`src/rtl/dcp_rf_dump.sv`:
```
// rtl/dcp_rf_dump.sv - register-dump debug command handler streaming RF contents to the UART
//
// Purpose: while sel_mode == CMD_CODE, sends one header byte (CMD_CODE), then for each of
// NUM_REGS registers starting at START_ADDR an index byte (address) followed by the data word.
// Items go out over a req/ack handshake; dropping sel_mode aborts at any point.
//
// Ports:
//   clk       in   1       system clock, rising edge
//   rstn      in   1       asynchronous active-low reset
//   sel_mode  in   8       current command; handler active while == CMD_CODE
//   finish    out  1       dump complete, held until sel_mode leaves CMD_CODE
//   req_tx    out  1       transmit request; dout/type_tx valid while high
//   ack_tx    in   1       one-cycle accept pulse from the transmitter
//   type_tx   out  1       0 = byte item (dout[7:0]), 1 = full DATA_W word
//   dout      out  DATA_W  item to transmit
//   addr      out  ADDR_W  register-file read address
//   din_rf    in   DATA_W  register-file read data, combinational from addr
//   dump_cnt  out  8       completed dumps, wrapping
module dcp_rf_dump #(
    parameter int          DATA_W     = 32,
    parameter int          ADDR_W     = 5,
    parameter int          NUM_REGS   = 32,
    parameter int          START_ADDR = 0,
    parameter logic [7:0]  CMD_CODE   = 8'h52
) (
    input  logic              clk,
    input  logic              rstn,
    input  logic [7:0]        sel_mode,
    output logic              finish,
    output logic              req_tx,
    input  logic              ack_tx,
    output logic              type_tx,
    output logic [DATA_W-1:0] dout,
    output logic [ADDR_W-1:0] addr,
    input  logic [DATA_W-1:0] din_rf,
    output logic [7:0]        dump_cnt
);

    typedef enum logic [3:0] {
        S_IDLE, S_HDR, S_HWT, S_RD, S_LD, S_IDX, S_IWT, S_DAT, S_DWT, S_DONE
    } state_t;

    localparam logic [ADDR_W-1:0] START    = ADDR_W'(START_ADDR);
    localparam logic [ADDR_W-1:0] LAST_IDX = ADDR_W'(NUM_REGS - 1);

    state_t              state_q, state_d;
    logic                finish_q, finish_d;
    logic                req_q, req_d;
    logic                type_q, type_d;
    logic [DATA_W-1:0]   dout_q, dout_d;
    logic [ADDR_W-1:0]   addr_q, addr_d;
    logic [ADDR_W-1:0]   idx_q, idx_d;
    logic [DATA_W-1:0]   data_q, data_d;
    logic [7:0]          cnt_q, cnt_d;

    logic                active;
    logic                ack;
    logic [7:0]          addr_byte;

    assign active = (sel_mode == CMD_CODE);
    // An ack only counts while a request is outstanding.
    assign ack    = ack_tx && req_q;

    // Index byte is the address zero-extended or truncated to 8 bits.
    generate
        if (ADDR_W >= 8) begin : g_addr_trunc
            assign addr_byte = addr_q[7:0];
        end else begin : g_addr_ext
            assign addr_byte = {{(8 - ADDR_W){1'b0}}, addr_q};
        end
    endgenerate

    always_ff @(posedge clk or negedge rstn) begin
        if (!rstn) begin
            state_q  <= S_IDLE;
            finish_q <= 1'b0;
            req_q    <= 1'b0;
            type_q   <= 1'b0;
            dout_q   <= '0;
            addr_q   <= '0;
            idx_q    <= '0;
            data_q   <= '0;
            cnt_q    <= '0;
        end else begin
            state_q  <= state_d;
            finish_q <= finish_d;
            req_q    <= req_d;
            type_q   <= type_d;
            dout_q   <= dout_d;
            addr_q   <= addr_d;
            idx_q    <= idx_d;
            data_q   <= data_d;
            cnt_q    <= cnt_d;
        end
    end

    always_comb begin
        state_d  = state_q;
        finish_d = finish_q;
        req_d    = req_q;
        type_d   = type_q;
        dout_d   = dout_q;
        addr_d   = addr_q;
        idx_d    = idx_q;
        data_d   = data_q;
        cnt_d    = cnt_q;

        if (!active || state_q == S_IDLE) begin
            // Abort and idle share the same clean-up so req_tx falls on the very next
            // edge after sel_mode leaves, and any acknowledge in that cycle is discarded.
            finish_d = 1'b0;
            req_d    = 1'b0;
            type_d   = 1'b0;
            dout_d   = '0;
            addr_d   = START;
            idx_d    = '0;
            state_d  = active ? S_HDR : S_IDLE;
        end else begin
            case (state_q)
                S_HDR: begin
                    req_d   = 1'b1;
                    type_d  = 1'b0;
                    dout_d  = DATA_W'(CMD_CODE);
                    state_d = S_HWT;
                end
                S_HWT: begin
                    if (ack) begin
                        req_d   = 1'b0;
                        state_d = S_RD;
                    end
                end
                S_RD: begin
                    // Wraps modulo 2**ADDR_W by construction of the operand widths.
                    addr_d  = START + idx_q;
                    state_d = S_LD;
                end
                S_LD: begin
                    // The only point where RF data is sampled.
                    data_d  = din_rf;
                    state_d = S_IDX;
                end
                S_IDX: begin
                    req_d   = 1'b1;
                    type_d  = 1'b0;
                    dout_d  = DATA_W'(addr_byte);
                    state_d = S_IWT;
                end
                S_IWT: begin
                    if (ack) begin
                        req_d   = 1'b0;
                        state_d = S_DAT;
                    end
                end
                S_DAT: begin
                    req_d   = 1'b1;
                    type_d  = 1'b1;
                    dout_d  = data_q;
                    state_d = S_DWT;
                end
                S_DWT: begin
                    if (ack) begin
                        req_d = 1'b0;
                        if (idx_q == LAST_IDX) begin
                            // Count and flag on entry to DONE only.
                            finish_d = 1'b1;
                            cnt_d    = cnt_q + 8'd1;
                            state_d  = S_DONE;
                        end else begin
                            idx_d   = idx_q + ADDR_W'(1);
                            state_d = S_RD;
                        end
                    end
                end
                S_DONE: begin
                    state_d = S_DONE;
                end
                default: begin
                    state_d = S_IDLE;
                end
            endcase
        end
    end

    assign finish   = finish_q;
    assign req_tx   = req_q;
    assign type_tx  = type_q;
    assign dout     = dout_q;
    assign addr     = addr_q;
    assign dump_cnt = cnt_q;

endmodule

```
`config.mk`:
```
export PLATFORM = sky130hd
export DESIGN_NAME = dcp_rf_dump
export DESIGN_NICKNAME = d
export VERILOG_FILES = /design/src/rtl/dcp_rf_dump.sv
export SDC_FILE = /design/constraint.sdc
export NUM_CORES = 1
export LEC_CHECK = 0
export CORE_ASPECT_RATIO = 1.1
export CORE_MARGIN = 5
export CORE_UTILIZATION = 35
export DETAILED_ROUTE_END_ITERATION = 6
export HOLD_SLACK_MARGIN = 0.05
export PLACE_DENSITY = 0.69
export SYNTH_ARGS = -nofsm -noshare
export SYNTH_HDL_FRONTEND = slang
export SYNTH_SLANG_ARGS = --single-unit
```
`constraint.sdc`:
```
create_clock -name clk -period 3.78 [get_ports clk]
set_clock_uncertainty 0.15 [all_clocks]
set_input_delay 0.756 -clock clk [delete_from_list [all_inputs] [get_ports clk]]
set_output_delay 0.756 -clock clk [all_outputs]
set_load 0.02 [all_outputs]
```
==> flow_summary.json, run 1 <==
{
  "synth-edff-count": 0,
  "clockRootBuffer": "clkbuf_16",
  "viasPerCell": 4.751,
  "drive_gt1_share_pct": 17.71,
  "area_delta_synth_final_pct": 34.91,
  "yosys.cell_types.count": 45,
  "maxCapViolations": 0,
  "grt_pass1_wl_um": 13570,
  "rsz0062_at_grt": "no",
  "synth-compound-area-share_pct": 9.873,
  "routed_wl_um": 7963,
  "dp_hpwl_um": 5639,
  "clkLatencyLatePin_ns": 0.32,
  "initial_core_util_pct": 35.80,
  "num_io_pins": 91,
  "vdd_drop_max_mv": 0.2149,
  "avgSynthCellArea_um2": 13.69,
  "crit_type": "input pin to flip-flop",
  "grt_antenna_before_repair": 0,
  "cts.repair.resized": 0,
  "cts_hold_buf": 0,
  "syn_area_um2": 3739,
  "setup_viol_count_final": 0,
  "clockBufferDepth": 2,
  "final_util_pct": 48.30,
  "grt_max_degree": 59,
  "dr_total_vias": 2423,
  "place_area_um2": 4738,
  "die_h_um": 118.4,
  "startpoint_type": "input pin",
  "antenna_cells": 0,
  "first_global_vias": 2731,
  "ys_seq_area_share_pct": 59.57,
  "finalCritPeriodShare_pct": 75.19,
  "ys.flop_type": "dfrtp_1",
  "ys_async_sr_fraction_pct": 100.0,
  "synthXorXnorAreaFrac_pct": 2.811,
  "io_buffer_count": 90,
  "drtIter0Drc": 69,
  "die_area_um2": 12850,
  "htreeDepth": 3,
  "syn_inst": 273,
  "hold_viol": 0,
  "cp.required_ns": 3.89,
  "track_usage_pct": 13.12,
  "hp-class": "flip-flop to flip-flop",
  "rows": 39,
  "slew_viol_final": 0,
  "detail-route-antenna-nets": 0,
  "finalNetCount": 409,
  "clock-sinks": 89,
  "grt.overflow.total": 0,
  "stdcell_area_um2": 5044,
  "powerDensity_nw_per_um2": 379.9,
  "max_slew_margin_pct": 52.20,
  "synth_top_family_by_area": "multiplexers",
  "endpoint_kind": "flip-flop",
  "max_slew.worst_pin.slew_ns": 0.7169,
  "cp.arrival_ns": 2.95,
  "setup_tns_ns": 0,
  "synth-seq-cells": 89,
  "gp_congestion": 0.7891,
  "fp.coreArea_um2": 10440,
  "synthSimpleGateAreaFrac_pct": 9.672,
  "die_x_um": 108.5,
  "path_clk_slew_ns": 0.06,
  "yosys_warnings": 0,
  "cp_max_fo": 26,
  "detail_route.wl_per_cell_um": 15.61,
  "status": "completed",
  "cts_tree": "built",
  "drc": 0,
  "fin_crit_ns": 2.842,
  "first_pass_iters": 4,
  "synthAdderAreaFrac_pct": 1.339,
  "postCtsSetupBuffers": 0,
  "leakage_uw": 0.002261,
  "syn_nets": 320,
  "cts_buffers": 9,
  "max_freq_mhz": 351.9,
  "muxShareOfSynthArea_pct": 13.15
}
==> synth_stat cells (all sizes together), types with 2 or more instances <==
library cell / n / share of area (%)
or2: 2 / 0.33
xor2: 3 / 0.70
dfrtp: 89 / 60
nand4: 3 / 0.50
a22o: 29 / 6.9
ha: 4 / 1.3
o2bb2ai: 3 / 0.70
buf: 12 / 2.8
nor3: 6 / 0.94
a21oi: 3 / 0.40
mux2i: 12 / 3.2
nor2: 14 / 1.7
nand3: 9 / 1.3
clkbuf: 5 / 0.50
xnor2: 9 / 2.1
and3: 3 / 0.50
mux2: 33 / 9.9
nor2b: 5 / 0.84
inv: 3 / 0.30
o21ai: 3 / 0.40
nand2: 7 / 0.70
==> worst max-delay path, stage by stage <==
cell and delay [ns]:
clkdlybuf4s50_1 0.40, or4b_4 0.57, or2_0 0.37, nor2_4 0.59
a22o_2 0.25
==> cells in the final DEF, fill, tap and decap left out, types with 4 or more instances in the layout <==
cell	instances
dfrtp_1	89
clkdlybuf4s50_1	89
mux2_2	32
a22o_1	27
nor2_1	12
mux2i_1	12
xnor2_1	9
clkbuf_16	9
nand3_1	8
nand2_1	7
buf_4	6
nor2b_1	5
nor3_1	5
ha_1	4
==> layer usage <==
| metal | vias up | share of wire, % | GRT usage [%] | routed length (um) |
|---|---|---|---|---|
| li1 | 1156 | - | - | - |
| met1 | 1202 | 43 | 16.00 | 3459 |
| met2 | 57 | 50 | 22.18 | 3943 |
| met3 | 8 | 5.6 | 3.272 | 445 |
| met4 | 0 | 1.4 | 5.051 | 114 |
| met5 | - | 0 | 0 | 0 |
==> per-stage QoR <==
stage | power (uW) | instances | setup WS (ns) | hold slack (ns)
CTS | 1940 | 510 | 0.9502 | 0.3291
finish | 1916 | 510 | 0.9379 | 0.3281
global route | 1985 | 510 | 0.8738 | 0.3480
global placement | 1039 | 494 | 0.6903 | 0.3138
floorplan | 974.1 | 273 | 1.392 | 0.3103
detailed placement | 1040 | 494 | 0.6222 | 0.3160
==> where the power goes <==
| part | switching [uW] | internal [uW] |
|---|---|---|
| combinational | 26.6 | 41.1 |
| sequential | 0.168 | 952 |
| clock | 362 | 534 |
| total | 388 | 1530 |
==> final timing paths <==
path / start / endpoint / slack [ns] / depth (start not counted)
min in group asynchronous: rstn / data_q[8]$_DFFE_PN0P_ / 0.34 / 1
worst max-delay path: sel_mode[0] / dout[31]$_DFFE_PN0P_ / 0.94 / 5
worst max register to register: idx_q[0]$_DFFE_PN0P_ / dump_cnt[1]$_DFFE_PN0P_ / 1.20 / 6
max in group asynchronous: rstn / data_q[24]$_DFFE_PN0P_ / 2.43 / 2
worst min register to register: dump_cnt[7]$_DFFE_PN0P_ / dump_cnt[7]$_DFFE_PN0P_ / 0.33 / 1
worst min-delay path: dump_cnt[7]$_DFFE_PN0P_ / dump_cnt[7]$_DFFE_PN0P_ / 0.33 / 1
==> cell type report <==
class	instances	area (um^2)
well taps	143	178.9
flip-flops and latches	89	2227
clock buffers	11	242.7
repair buffers	95	935.9
clock inverters	5	62.56
fillers	994	5399
inverters	3	11.26
multi-input cells	164	1385
==> cell families after synthesis <==
| kind of cell | Yosys count |
|---|---|
| DFF | 89 |
| AOI/OAI and AO/OA | 45 |
| xor gates and xnor gates | 12 |
| muxes | 45 |
| adders and majority gates | 4 |
| and+or+nand+nor | 58 |
| buffers and inverters | 20 |
==> state kept, by name (all words and copies together), names as in the netlist <==
name and cells:
finish 1, req_tx 1, state_q 4, addr 5, idx_q 5, dump_cnt 8, type_tx 1, dout 32
data_q 32
No activity file was read; power rests on OpenSTA's default activity.
==> run 2: changes to the inputs <==
--- a/config.mk
+++ b/config.mk
@@ -10,7 +10,7 @@
 export CORE_UTILIZATION = 35
 export DETAILED_ROUTE_END_ITERATION = 6
 export HOLD_SLACK_MARGIN = 0.05
-export PLACE_DENSITY = 0.69
+export PLACE_DENSITY = 0.71
 export SYNTH_ARGS = -nofsm -noshare
 export SYNTH_HDL_FRONTEND = slang
 export SYNTH_SLANG_ARGS = --single-unit
==> constraint.sdc (replaced) <==
create_clock -name clk -period 2.55 [get_ports clk]
set_clock_uncertainty 0.15 [all_clocks]
set_input_delay 0.51 -clock clk [delete_from_list [all_inputs] [get_ports clk]]
set_output_delay 0.51 -clock clk [all_outputs]
set_load 0.02 [all_outputs]
==> run 2 against run 1 <==
  * Critical path depth rose by 2
  * Largest cell class unchanged
  * Sequential share of layout area fell by 1.1 points
  * Clock-buffer cell count fell by 2
  * Largest power group unchanged
  * Core utilization rose by 1.3 points
  * Die area did not move
  * Final area rose by 2.7%
  * Non-clock buffer count rose by 9
  * Clock power rose by 57%
==> flow_summary.json, run 2 (synthesis results as in run 1) <==
{
  "status": "completed",
  "rsz0062_at_grt": "no",
  "final_util_pct": 49.58,
  "combPwrFrac_pct": 3.5,
  "first_pass_iters": 4,
  "fp.coreArea_um2": 10440,
  "dp_hpwl_um": 5679,
  "power_uw": 2921,
  "stdcell_area_um2": 5177,
  "holdPathEnd": "dump_cnt[7]$_DFFE_PN0P_",
  "endpoint_kind": "flip-flop",
  "min_path_cells": 1,
  "drive_gt1_share_pct": 19.68,
  "clock-sinks": 89,
  "reg2reg_depth": 7,
  "fin_crit_ns": 2.390,
  "first_global_vias": 2749,
  "path_clk_slew_ns": 0.06,
  "r2r_end": "dump_cnt[1]$_DFFE_PN0P_",
  "place_area_um2": 4848,
  "cp_max_fo": 9,
  "grt.overflow.total": 0,
  "max_freq_mhz": 418.4,
  "layout_common_cells": "dfrtp_1 (89), clkdlybuf4s50_1 (89), mux2_2 (32), a22o_1 (27)",
  "drtIter0Drc": 77,
  "pre_cts_ws_ns": -0.08683,
  "num_io_pins": 91,
  "max_slew_margin_pct": 60.88,
  "area_delta_synth_final_pct": 38.49,
  "leakage_uw": 0.002333,
  "grt_pass1_wl_um": 13750,
  "finalCritPeriodShare_pct": 93.74,
  "setup_tns_ns": 0,
  "p_int_uw": 2333,
  "antenna_cells": 0,
  "track_usage_pct": 13.51,
  "clkLatencyLatePin_ns": 0.34,
  "clockBufferDepth": 2,
  "grt_max_degree": 46,
  "dr_total_vias": 2500,
  "setup_viol_count_final": 0,
  "reg2reg_slack_ns": 0.16,
  "gp_congestion": 0.7744,
  "grt_antenna_before_repair": 0,
  "max_slew.worst_pin.slew_ns": 0.5837,
  "slew_viol_final": 0,
  "pwr-share-clk_pct": 48.2,
  "cp.required_ns": 2.62,
  "finalNetCount": 418,
  "p_seq_share_pct": 48.3,
  "drc": 0,
  "setup_ws_ns": 0.1598,
  "cp.arrival_ns": 2.46,
  "rows": 39,
  "fillers": 981,
  "multi_input_area_um2": 1385,
  "startpoint_type": "flip-flop",
  "htreeDepth": 3,
  "io_buffer_count": 90,
  "clockRootBuffer": "clkbuf_16",
  "viasPerCell": 4.817,
  "powerDensity_nw_per_um2": 564.2,
  "routed_wl_um": 8034,
  "die_h_um": 118.4,
  "hp-class": "flip-flop to flip-flop",
  "die_area_um2": 12850,
  "crit_type": "flip-flop to flip-flop",
  "detail_route.wl_per_cell_um": 15.48,
  "seq_area_um2": 2227,
  "hold_viol": 0,
  "cts_buffers": 9,
  "vdd_drop_max_mv": 0.2554,
  "detail-route-antenna-nets": 0,
  "switching_share_pct": 20.14,
  "hold_path.startpoint": "dump_cnt[7]$_DFFE_PN0P_",
  "initial_core_util_pct": 35.80,
  "cts_tree": "built",
  "maxCapViolations": 0,
  "reg2reg_from": "idx_q[0]$_DFFE_PN0P_",
  "die_x_um": 108.5,
  "power_switching_uw": 588.3
}
[run 2: cell count changes in the layout (fill, tap and decap cells not counted), sizes merged]
cell         before  now
buf               6   14
bufinv            1    2
dlygate4sd3       0    1
clkinv            1    2
clkbuf           11    9
[run 2: per-layer routing]
layer  track usage, %  up-vias  part of all wire [%]
met5                0        -                     0
met4            5.919        0                   1.9
met3            3.544       12                   5.5
met2            20.71       64                    47
met1            17.98     1239                    45
li1                 -     1185                     -
[run 2: final cells by class]
cell class                      instances  share of cell area (%)
Clock buffer                            9                   4.350
Clock inverter                          7                   1.812
Tap cell                              143                   3.456
Multi-Input combinational cell        164                   26.75
Timing Repair Buffer                  104                   20.40
Sequential cell                        89                   43.02
Inverter                                3                  0.2175
[run 2: worst max path at each step]
stage	startpoint	end	slack (ns)	depth (start not counted)
floorplan	idx_q[0]$_DFFE_PN0P_	dump_cnt[1]$_DFFE_PN0P_	0.26	6
global placement	sel_mode[0]	dout[31]$_DFFE_PN0P_	-0.05	6
detailed placement	sel_mode[0]	dout[12]$_DFFE_PN0P_	-0.09	6
CTS	idx_q[0]$_DFFE_PN0P_	dump_cnt[1]$_DFFE_PN0P_	0.13	7
global route	idx_q[0]$_DFFE_PN0P_	dump_cnt[1]$_DFFE_PN0P_	0.03	7
finish	idx_q[0]$_DFFE_PN0P_	dump_cnt[1]$_DFFE_PN0P_	0.16	7
[run 2: per-stage QoR]
step	std cells	hold WS (ns)
global route	519	0.3580
floorplan	273	0.06441
finish	519	0.3272
global placement	502	0.3130
detailed placement	502	0.3199
CTS	519	0.3320
[run 2: power by group through the flow]
| stage | registers (uW) | logic (uW) | clock network (uW) |
|---|---|---|---|
| after floorplan | 1440 | 5.38 | 0 |
| after global placement | 1440 | 103 | 0 |
| after detailed placement | 1440 | 104 | 0 |
| after CTS | 1410 | 106 | 1450 |
| after global routing | 1410 | 114 | 1510 |
| final | 1410 | 102 | 1410 |
[run 2: repair_timing]
item	in CTS	in global routing
setup endpoints to repair	0	0
endpoints found under the hold margin	9	0
gates resized for setup	0	0
hold buffers	1	0
buffers inserted	0	0
[run 2: worst max-delay path, cell delays in order, from the launching register on]
cell and delay (ns):
dfrtp_1 0.40, ha_1 0.18, and3_1 0.19, ha_1 0.18
or3b_2 0.49, nor4_4 0.14, buf_4 0.21, mux2_2 0.34
